--- config.mk ---
export PLATFORM = sky130hd
export DESIGN_NAME = mem_stage
export DESIGN_NICKNAME = d
export VERILOG_FILES = /design/src/rtl/mem_stage.sv
export SDC_FILE = /design/constraint.sdc
export NUM_CORES = 1
export LEC_CHECK = 0
export ABC_AREA = 1
export CAP_MARGIN = 20
export CORE_AREA = 2 2 149 151
export CTS_BUF_LIST = sky130_fd_sc_hd__clkbuf_8
export CTS_CLUSTER_DIAMETER = 120
export CTS_CLUSTER_SIZE = 20
export DETAILED_ROUTE_END_ITERATION = 6
export DIE_AREA = 0 0 151 153
export PLACE_DENSITY_LB_ADDON = 0.1
export SYNTH_ARGS = -nofsm -noshare
export SYNTH_HDL_FRONTEND = slang
export SYNTH_SLANG_ARGS = --single-unit
--- constraint.sdc ---
create_clock -name clk -period 6 [get_ports clk]
set_input_delay 0.9 -clock clk [delete_from_list [all_inputs] [get_ports clk]]
set_output_delay 0.9 -clock clk [all_outputs]
set_load 0.01 [all_outputs]
--- src/rtl/mem_stage.sv ---
// Memory-access stage: feeds mem_wb and runs a request/acknowledge data-bus transaction for
// loads and stores, with big-endian lane selection, load extension and timeout abort.
module mem_stage #(
  parameter int unsigned TIMEOUT = 255
) (
  input  logic        clk,
  input  logic        rst,
  input  logic        wreg_i,
  input  logic [31:0] wdata_i,
  input  logic [4:0]  wd_i,
  input  logic        whilo_i,
  input  logic [31:0] hi_i,
  input  logic [31:0] lo_i,
  input  logic [3:0]  mem_op_i,
  input  logic [31:0] mem_addr_i,
  input  logic [31:0] reg2_i,
  output logic        mem_wreg,
  output logic [31:0] mem_wdata,
  output logic [4:0]  mem_wd,
  output logic        mem_whilo,
  output logic [31:0] mem_hi,
  output logic [31:0] mem_lo,
  output logic        stallreq,
  output logic        align_err,
  output logic        bus_err,
  output logic        dbus_req,
  output logic        dbus_we,
  output logic [31:0] dbus_addr,
  output logic [3:0]  dbus_sel,
  output logic [31:0] dbus_wdata,
  input  logic [31:0] dbus_rdata,
  input  logic        dbus_ack
);

  localparam logic [3:0] OpLb  = 4'b0001;
  localparam logic [3:0] OpLbu = 4'b0010;
  localparam logic [3:0] OpLh  = 4'b0011;
  localparam logic [3:0] OpLhu = 4'b0100;
  localparam logic [3:0] OpLw  = 4'b0101;
  localparam logic [3:0] OpSb  = 4'b1001;
  localparam logic [3:0] OpSh  = 4'b1010;
  localparam logic [3:0] OpSw  = 4'b1011;

  // The IDLE request cycle counts as one, and the counter reads 0 in the first WAIT cycle,
  // so the abort lands in request cycle TIMEOUT.
  localparam logic [7:0] AbortCnt = 8'(TIMEOUT - 2);

  typedef enum logic [1:0] {SzByte, SzHalf, SzWord} size_e;
  typedef enum logic {StIdle, StWait} state_e;

  function automatic logic op_is_load(input logic [3:0] op);
    return op inside {OpLb, OpLbu, OpLh, OpLhu, OpLw};
  endfunction

  function automatic logic op_is_store(input logic [3:0] op);
    return op inside {OpSb, OpSh, OpSw};
  endfunction

  function automatic size_e op_size(input logic [3:0] op);
    case (op)
      OpLb, OpLbu, OpSb: return SzByte;
      OpLh, OpLhu, OpSh: return SzHalf;
      default:           return SzWord;
    endcase
  endfunction

  function automatic logic [3:0] lane_sel(input size_e size, input logic [1:0] lo);
    case (size)
      SzByte:  return 4'b1000 >> lo;
      SzHalf:  return lo[1] ? 4'b0011 : 4'b1100;
      default: return 4'b1111;
    endcase
  endfunction

  function automatic logic [31:0] store_data(input size_e size, input logic [31:0] d);
    case (size)
      SzByte:  return {4{d[7:0]}};
      SzHalf:  return {2{d[15:0]}};
      default: return d;
    endcase
  endfunction

  function automatic logic is_misaligned(input size_e size, input logic [1:0] lo);
    case (size)
      SzByte:  return 1'b0;
      SzHalf:  return lo[0];
      default: return lo != 2'b00;
    endcase
  endfunction

  function automatic logic [31:0] load_data(input logic [3:0] op, input logic [1:0] lo,
                                            input logic [31:0] rdata);
    logic [7:0]  b;
    logic [15:0] h;
    case (lo)
      2'd0:    b = rdata[31:24];
      2'd1:    b = rdata[23:16];
      2'd2:    b = rdata[15:8];
      default: b = rdata[7:0];
    endcase
    h = lo[1] ? rdata[15:0] : rdata[31:16];
    case (op)
      OpLb:    return {{24{b[7]}}, b};
      OpLbu:   return {24'b0, b};
      OpLh:    return {{16{h[15]}}, h};
      OpLhu:   return {16'b0, h};
      default: return rdata;
    endcase
  endfunction

  // Decode of the live EX/MEM inputs
  logic       live_load;
  logic       live_mem;
  logic       live_misaligned;
  size_e      live_size;
  logic [1:0] live_lo;

  assign live_lo         = mem_addr_i[1:0];
  assign live_load       = op_is_load(mem_op_i);
  assign live_mem        = live_load | op_is_store(mem_op_i);
  assign live_size       = op_size(mem_op_i);
  assign live_misaligned = is_misaligned(live_size, live_lo);

  state_e      state_q, state_d;
  logic [7:0]  cnt_q, cnt_d;
  logic        latch_en;
  logic [29:0] addr_q;
  logic [3:0]  sel_q;
  logic        we_q;
  logic [31:0] wdata_q;
  logic [3:0]  op_q;
  logic [1:0]  lo_q;

  always_ff @(posedge clk or posedge rst) begin
    if (rst) begin
      state_q <= StIdle;
      cnt_q   <= 8'd0;
      addr_q  <= 30'd0;
      sel_q   <= 4'd0;
      we_q    <= 1'b0;
      wdata_q <= 32'd0;
      op_q    <= 4'd0;
      lo_q    <= 2'd0;
    end else begin
      state_q <= state_d;
      cnt_q   <= cnt_d;
      if (latch_en) begin
        addr_q  <= mem_addr_i[31:2];
        sel_q   <= lane_sel(live_size, live_lo);
        we_q    <= ~live_load;
        wdata_q <= store_data(live_size, reg2_i);
        op_q    <= mem_op_i;
        lo_q    <= live_lo;
      end
    end
  end

  always_comb begin
    state_d    = state_q;
    cnt_d      = cnt_q;
    latch_en   = 1'b0;
    mem_wreg   = wreg_i;
    mem_wdata  = wdata_i;
    mem_wd     = wd_i;
    mem_whilo  = whilo_i;
    mem_hi     = hi_i;
    mem_lo     = lo_i;
    stallreq   = 1'b0;
    align_err  = 1'b0;
    bus_err    = 1'b0;
    dbus_req   = 1'b0;
    dbus_we    = 1'b0;
    dbus_addr  = 32'd0;
    dbus_sel   = 4'd0;
    dbus_wdata = 32'd0;

    unique case (state_q)
      StIdle: begin
        if (live_mem && live_misaligned) begin
          align_err = 1'b1;
          mem_wreg  = 1'b0;
          mem_whilo = 1'b0;
        end else if (live_mem) begin
          dbus_req   = 1'b1;
          dbus_we    = ~live_load;
          dbus_addr  = {mem_addr_i[31:2], 2'b00};
          dbus_sel   = lane_sel(live_size, live_lo);
          dbus_wdata = store_data(live_size, reg2_i);
          if (dbus_ack) begin
            if (live_load) mem_wdata = load_data(mem_op_i, live_lo, dbus_rdata);
          end else begin
            stallreq  = 1'b1;
            mem_wreg  = 1'b0;
            mem_whilo = 1'b0;
            state_d   = StWait;
            cnt_d     = 8'd0;
            latch_en  = 1'b1;
          end
        end
      end
      StWait: begin
        dbus_req   = 1'b1;
        dbus_we    = we_q;
        dbus_addr  = {addr_q, 2'b00};
        dbus_sel   = sel_q;
        dbus_wdata = wdata_q;
        if (dbus_ack) begin
          if (!we_q) mem_wdata = load_data(op_q, lo_q, dbus_rdata);
          state_d = StIdle;
        end else if (cnt_q == AbortCnt) begin
          bus_err   = 1'b1;
          mem_wreg  = 1'b0;
          mem_whilo = 1'b0;
          state_d   = StIdle;
        end else begin
          stallreq  = 1'b1;
          mem_wreg  = 1'b0;
          mem_whilo = 1'b0;
          cnt_d     = cnt_q + 8'd1;
        end
      end
      default: state_d = StIdle;
    endcase

    // Reset silences every output immediately, even mid-transaction
    if (rst) begin
      mem_wreg   = 1'b0;
      mem_wdata  = 32'd0;
      mem_wd     = 5'd0;
      mem_whilo  = 1'b0;
      mem_hi     = 32'd0;
      mem_lo     = 32'd0;
      stallreq   = 1'b0;
      align_err  = 1'b0;
      bus_err    = 1'b0;
      dbus_req   = 1'b0;
      dbus_we    = 1'b0;
      dbus_addr  = 32'd0;
      dbus_sel   = 4'd0;
      dbus_wdata = 32'd0;
    end
  end

endmodule

# Word level (Yosys, flattened, before mapping)
# Cells that the tools add are included.
# word_totals
output_inout_bits	176
reg_bits	82
input_bits	206
# classes
shifts	1
addsub	1
mux	73
n_eq_ne	23
bitwise	3
reduce_logical	10
# ops
op	count
32-bit 2-to-1 mux	15
32-bit case mux with 2 select lines	4
32-bit case mux with 4 select lines	2
8-bit case mux with 3 select lines	2
8-bit 2-to-1 mux	5
16-bit 2-to-1 mux	2
1-bit 2-to-1 mux	28
4-bit by 2-bit == test with 1-bit output, second input constant	4
4-bit 2-to-1 mux	4
4-bit case mux with 2 select lines	2
8-bit case mux with 2 select lines	1
4-bit by 3-bit == test with 1-bit output, second input constant	3
4-bit == test, second input constant	3
1-bit case mux with 2 select lines	6
2-bit != test, second input constant	5
8-bit by 1-bit adder with 8-bit output, second input constant	1
4-bit by 1-bit == test with 1-bit output, second input constant	2
8-bit == test, second input constant	1
2-bit by 1-bit == test with 1-bit output, second input constant	3
2-bit zero test	3
3-bit OR reduction	2
5-bit 2-to-1 mux	1
5-bit AND reduction	1
5-bit nonzero test	1
other kinds (8)	10

# Longest topological paths before layout
# logic_depth
depth_word	9
depth_mapped	13
depth_no_buf	12

# Worst setup path after synthesis
# OpenSTA, ideal clock, no wires.
# synth_path
path_type	input port to output port
start	in rst
end	out mem_wdata[24]
stages	5
arrival_ns	4.133
required_ns	5.100
slack_ns	0.967
n_path_buf	2
cell_sequence	clkbuf_1 clkinv_1 clkbuf_1 nand2_1 nor2_1
# synth_between
elab_chain_cells	1
# synth_rtl
item	line_no	rtl
from (decl)	7	input logic rst,
32-bit 2-to-1 mux	226	if (rst) begin
to (decl)	18	output logic [31:0] mem_wdata,
# No other way between the ends.

# Worst setup path in the final report
# layout_path
start	in mem_op_i[2]
end	out dbus_addr[2]
# layout_between
elab_chain_cells	9
# layout_rtl
item	line_no	rtl
from (decl)	14	input logic [3:0] mem_op_i,
4-bit by 2-bit == test with 1-bit output (tied with other cells)	52, 60	
3-bit OR reduction	60	case (op)
2-bit case mux with 2 select lines	60	
2-bit by 1-bit == test with 1-bit output or 2-bit zero test (tied branches)	84	case (size)
1-bit case mux with 2 select lines	84	
1-bit logical AND	179	if (live_mem && live_misaligned) begin
32-bit 2-to-1 mux (*)	179	
32-bit case mux with 2 select lines (*)	177	unique case (state_q)
32-bit 2-to-1 mux (*)	226	
to (decl)	28	output logic [31:0] dbus_addr,
# Mark *: on every way between the ends. The rest lies on a longest branch, timed or not.

==> results.txt <==
In the synthesized netlist the async set-or-reset flop fraction comes to 100%. The combinational group share of total power came out at around 51%. The startpoint identified for the worst register-to-register timing path is state_q. Setup repair after global routing left no endpoint under its margin. The sequential area share after synthesis came out at between 20% and 30%. The core footprint is roughly 21000 µm².

Summed over all cells, the static leakage comes to 6.00 nW. The highest ir drop seen on vdd is 0.123 mV. For this block, the routed nets add up to between 30000 and 40000 µm of wire. The internal power consumption is approximately 0.0015 W. The cell at the slowest stage of the critical path is sky130_fd_sc_hd__clkdlybuf4s50_1. In the final routed layout, each cell accounts on average for 15.9 µm.

The mean instance size in the synthesized netlist came out at 5.37 µm². The area added between synthesis and finish is 49.0%. The congestion estimate from routability-driven global placement came to roughly 0.92. The post-synthesis adder-cell area fraction came out at 0.301%. After clock tree synthesis, the setup repair step added 0 buffers. In the synthesized netlist, the cells that appear most often are sky130_fd_sc_hd__nand2_1 (586), sky130_fd_sc_hd__nor2_1 (228), sky130_fd_sc_hd__inv_1 (168).

The setup total negative slack came out at 0 ps. The count of standard-cell rows came out at 54. The number of buffers added to fix hold violations after cts is 0. The cell depth of the worst hold path came out at 2. Traced cell by cell, the critical path runs through clkdlybuf4s50_1, nor2_1, nand2_2, nand2_4, nor2_8, nand3_4, nand3_4, inv_2, buf_4, nand2_1, a21oi_1, clkdlybuf4s50_1. The worst path needs around 5000 ps of the cycle, external delays included. The post-synthesis cell count came out at roughly 1500. The worst relative slew slack came out at between 30% and 40%.

The total power after layout is between 0.002 and 0.003 W. By area, the combinational part of the netlist is dominated by simple AND/OR/NAND/NOR gates. The count of cell types in the netlist came out at 32.

about 380 I/O pins were placed. The total power per unit cell area is around 220 nW/µm². The predominant post-synthesis flop cell is sky130_fd_sc_hd__dfrtp_1. Buffers placed on the I/O ports in this run total ~380. The share of the synthesized area in compound gates (AO/OA/AOI/OAI) is 16.9%. The later-pin clock latency in the skew report came out at between 300 and 400 ps. The top cell type by area accounts for roughly a quarter of the synthesized area. The count of final max-slew check failures came out at 0. For this run, the number of Yosys warnings is 0. The detailed-placement wirelength estimate came out at ~25000 µm. The worst reg-to-reg path cell count is 8. The mean number of vias per cell is approximately 5.1. Across all register-to-register paths, the minimum setup slack is ~3300 ps. The via count of the first global-routing pass came out at a little over 10000. The area share of and/or/nand/nor cells after synthesis came out at between 40 and 50%.

TritonCTS built the clock tree. Data on the critical path arrives at its endpoint at about 4100 ps. The first global-routing pass estimated about 53000 µm of wire. The maximum number of pins on one net before global-route repair is between 90 and 100. The kind of cell with the highest combined delay along the critical path is buffers and inverters. Of the post-synthesis cell area, the part taken by muxes is 0%. The area of the mapped netlist came out at between 8000 and 9000 µm².

The first TritonRoute pass finished after 6 iterations. The required arrival time at the worst endpoint came out at ~5000 ps. The count of nets left with antenna violations after detail routing came out at 0. The path with the worst hold slack has its endpoint at addr_q[26].

The starting density of the core is between 30% and 40%. The die is 151 µm wide. Of all cell types, the one taking the most synthesized area is sky130_fd_sc_hd__nand2_1. The post-route fraction of the period consumed by the critical path is 83.6%. The area share of xor/xnor cells in the synthesized design came out at less than 1%. Gates resized during post-CTS repair numbered 0. For this block, the initial DRC count from the detailed router was 757. Clock tree synthesis inserted a total of 9 buffers.

The H-tree was split into 3 levels. The tool flagged a number of max-cap violations equal to 0. Counting flops with a built-in enable in the synthesized netlist gives 0. Clock-pin slew was measured on the worst setup and hold paths at about 90 ps. After the last flow step, the layout net total stands at 2067.

The path class of the tightest hold or removal check is reg -> reg. The sum of buffers and inverters on the critical path came out at 4. The slew at the pin closest to its max-slew limit came out at 1010 ps. The root cell of the clock tree is sky130_fd_sc_hd__clkbuf_8. The floorplan die area is between 20000 and 25000 µm². The largest stage delay on the critical path came out at between 500 and 600 ps. The worst setup path is launched from an input port.

In this run the deepest clock path goes through 2 buffers. In this run the critical register-to-register path is captured at wdata_q[17]. Per report_power, the clock group accounts for between 10% and 20% of the total. The remaining design rule violation count came out at 0.

The count of final setup violators came out at 0. The fraction of layout cells with a size suffix above 1 came out at 3.38%. The initial antenna violation count is 5. After synthesis the netlist holds a flip-flop and latch count of slightly above 80. The switching share of power is 42.6%. The met2 routed wirelength is 17200 µm. The start point of the worst hold path is addr_q[26]. The worst-path maximum fanout came out at 20.

The met1 wire length came out at approximately 13000 µm. The flow ran to the end, and the final reports show no timing, DRC or antenna violations. STA classifies the critical path endpoint as an output pin. Based on the critical path, the design can be clocked at up to about 0.20 GHz. The critical path is of the in -> out type. The hold violation total from the final report came out at 0. The total number of clock tree sinks came out at approximately 80.

Global routing used approximately 29% of the available tracks across all layers. Global routing finished with a remaining overflow of 0. The detailed router placed approximately 11000 vias in this run. Tracing the worst setup path back leads to its startpoint at mem_op_i[2]. The clock skew came out at approximately 12 ps. After synthesis, the cell types taking the most area are sky130_fd_sc_hd__nand2_1 (26%), sky130_fd_sc_hd__dfrtp_1 (25%), sky130_fd_sc_hd__nor2_1 (10%), sky130_fd_sc_hd__inv_1 (7.6%), sky130_fd_sc_hd__a21oi_1 (6.8%).

The die height came out at 153 µm. Of the total power, registers draw 31.7%. The net switching power figure came out at ~0.0011 W.

The met3 routed wirelength came out at 2740 µm. sky130_fd_sc_hd__nand2_1 is the most common cell in the netlist. In this run the top signal layer used is met4.
==> cell usage in the layout (no fill, tap or decap), types with 2 or more instances in the layout <==
| cell type | instances |
|---|---|
| sky130_fd_sc_hd__a21oi_1 | 112 |
| sky130_fd_sc_hd__buf_4 | 19 |
| sky130_fd_sc_hd__bufinv_16 | 2 |
| sky130_fd_sc_hd__clkbuf_8 | 9 |
| sky130_fd_sc_hd__clkdlybuf4s50_1 | 378 |
| sky130_fd_sc_hd__clkinv_2 | 2 |
| sky130_fd_sc_hd__conb_1 | 2 |
| sky130_fd_sc_hd__dfrtp_1 | 81 |
| sky130_fd_sc_hd__diode_2 | 5 |
| sky130_fd_sc_hd__ha_1 | 2 |
| sky130_fd_sc_hd__inv_1 | 169 |
| sky130_fd_sc_hd__inv_2 | 7 |
| sky130_fd_sc_hd__nand2_1 | 585 |
| sky130_fd_sc_hd__nand2_2 | 4 |
| sky130_fd_sc_hd__nand2_4 | 2 |
| sky130_fd_sc_hd__nand3_1 | 78 |
| sky130_fd_sc_hd__nand3_2 | 2 |
| sky130_fd_sc_hd__nand3_4 | 2 |
| sky130_fd_sc_hd__nand4_1 | 5 |
| sky130_fd_sc_hd__nor2_1 | 227 |
| sky130_fd_sc_hd__nor2_2 | 4 |
| sky130_fd_sc_hd__nor2_4 | 3 |
| sky130_fd_sc_hd__o211ai_1 | 8 |
| sky130_fd_sc_hd__o21a_1 | 16 |
| sky130_fd_sc_hd__o21ai_0 | 92 |
| sky130_fd_sc_hd__o21ai_1 | 39 |
| sky130_fd_sc_hd__or2_2 | 2 |
| sky130_fd_sc_hd__xor2_1 | 4 |
==> layout make-up <==
class | count | area [µm²]
clock buffer | 9 | 124
timing repair buffer | 398 | 3940
tap | 280 | 350
antenna | 5 | 12.5
clock inverter | 7 | 86.3
inverter | 175 | 659
multi-input combinational | 1193 | 5150
sequential | 82 | 2050
fill | 2177 | 9110
==> cell families (layout without fill, tap and decap cells) <==
kind of cell | Yosys count | in the layout
XOR/XNOR | 4 | 4
flip-flops | 82 | 82
buffers and inverters | 271 | 589
AO/OA/AOI/OAI | 268 | 268
adder cells (fa/ha/maj) | 2 | 2
other | 1 | 7
AND/OR/NAND/NOR | 917 | 917
==> registers in the layout (all words and copies together), names as in the netlist <==
signal,count
lo_q,2
wdata_q,32
sel_q,4
cnt_q,8
op_q,4
state_q,1
we_q,1
addr_q,30
==> stage by stage <==
step | std cells | hold slack (ps) | setup slack [ps] | utilization [%] | cell area [µm²]
floorplan | 1546 | 442 | 967 | - | 8310
global placement | 2126 | 454 | 1080 | 56.4 | 12100
detailed placement | 2126 | 458 | 1010 | 56.4 | 12100
CTS | 2142 | 480 | 1010 | 57.4 | 12300
global route | 2149 | 497 | 732 | 57.6 | 12400
finish | 2149 | 477 | 982 | 57.6 | 12400
==> power groups by stage <==
stage	combinational (W)	clock [W]	sequential, W
final	0.00137	0.000454	0.000845
after global routing	0.00153	0.000484	0.000869
after CTS	0.00136	0.000460	0.000842
after detailed placement	0.00136	0	0.000849
after global placement	0.00134	0	0.000843
after floorplan	0.000839	0	0.000822
==> worst min-delay path, stage by stage (launching register included) <==
cell and delay [ps]:
sky130_fd_sc_hd__dfrtp_1 350, sky130_fd_sc_hd__nand2_1 50, sky130_fd_sc_hd__nand2_1 50
==> metal layers <==
| metal | vias to the layer above | global-route usage, % |
|---|---|---|
| li1 | 5403 | - |
| met1 | 4959 | 33.4 |
| met2 | 459 | 51.1 |
| met3 | 82 | 5.61 |
| met4 | 0 | 14.0 |
| met5 | - | 0 |
==> how the worst max path moves through the flow <==
| stage | endpoint | slack [ps] | cells after the start |
|---|---|---|---|
| 2_1_floorplan | mem_wdata[24] | 970 | 5 |
| 5_1_grt | dbus_sel[2] | 730 | 12 |
| 6_report | dbus_addr[2] | 980 | 12 |
| 3_5_place_dp | dbus_addr[2] | 1010 | 12 |
| 3_3_place_gp | dbus_addr[5] | 1080 | 12 |
| 4_1_cts | dbus_addr[2] | 1010 | 12 |
No activity file was read; power rests on OpenSTA's default activity.
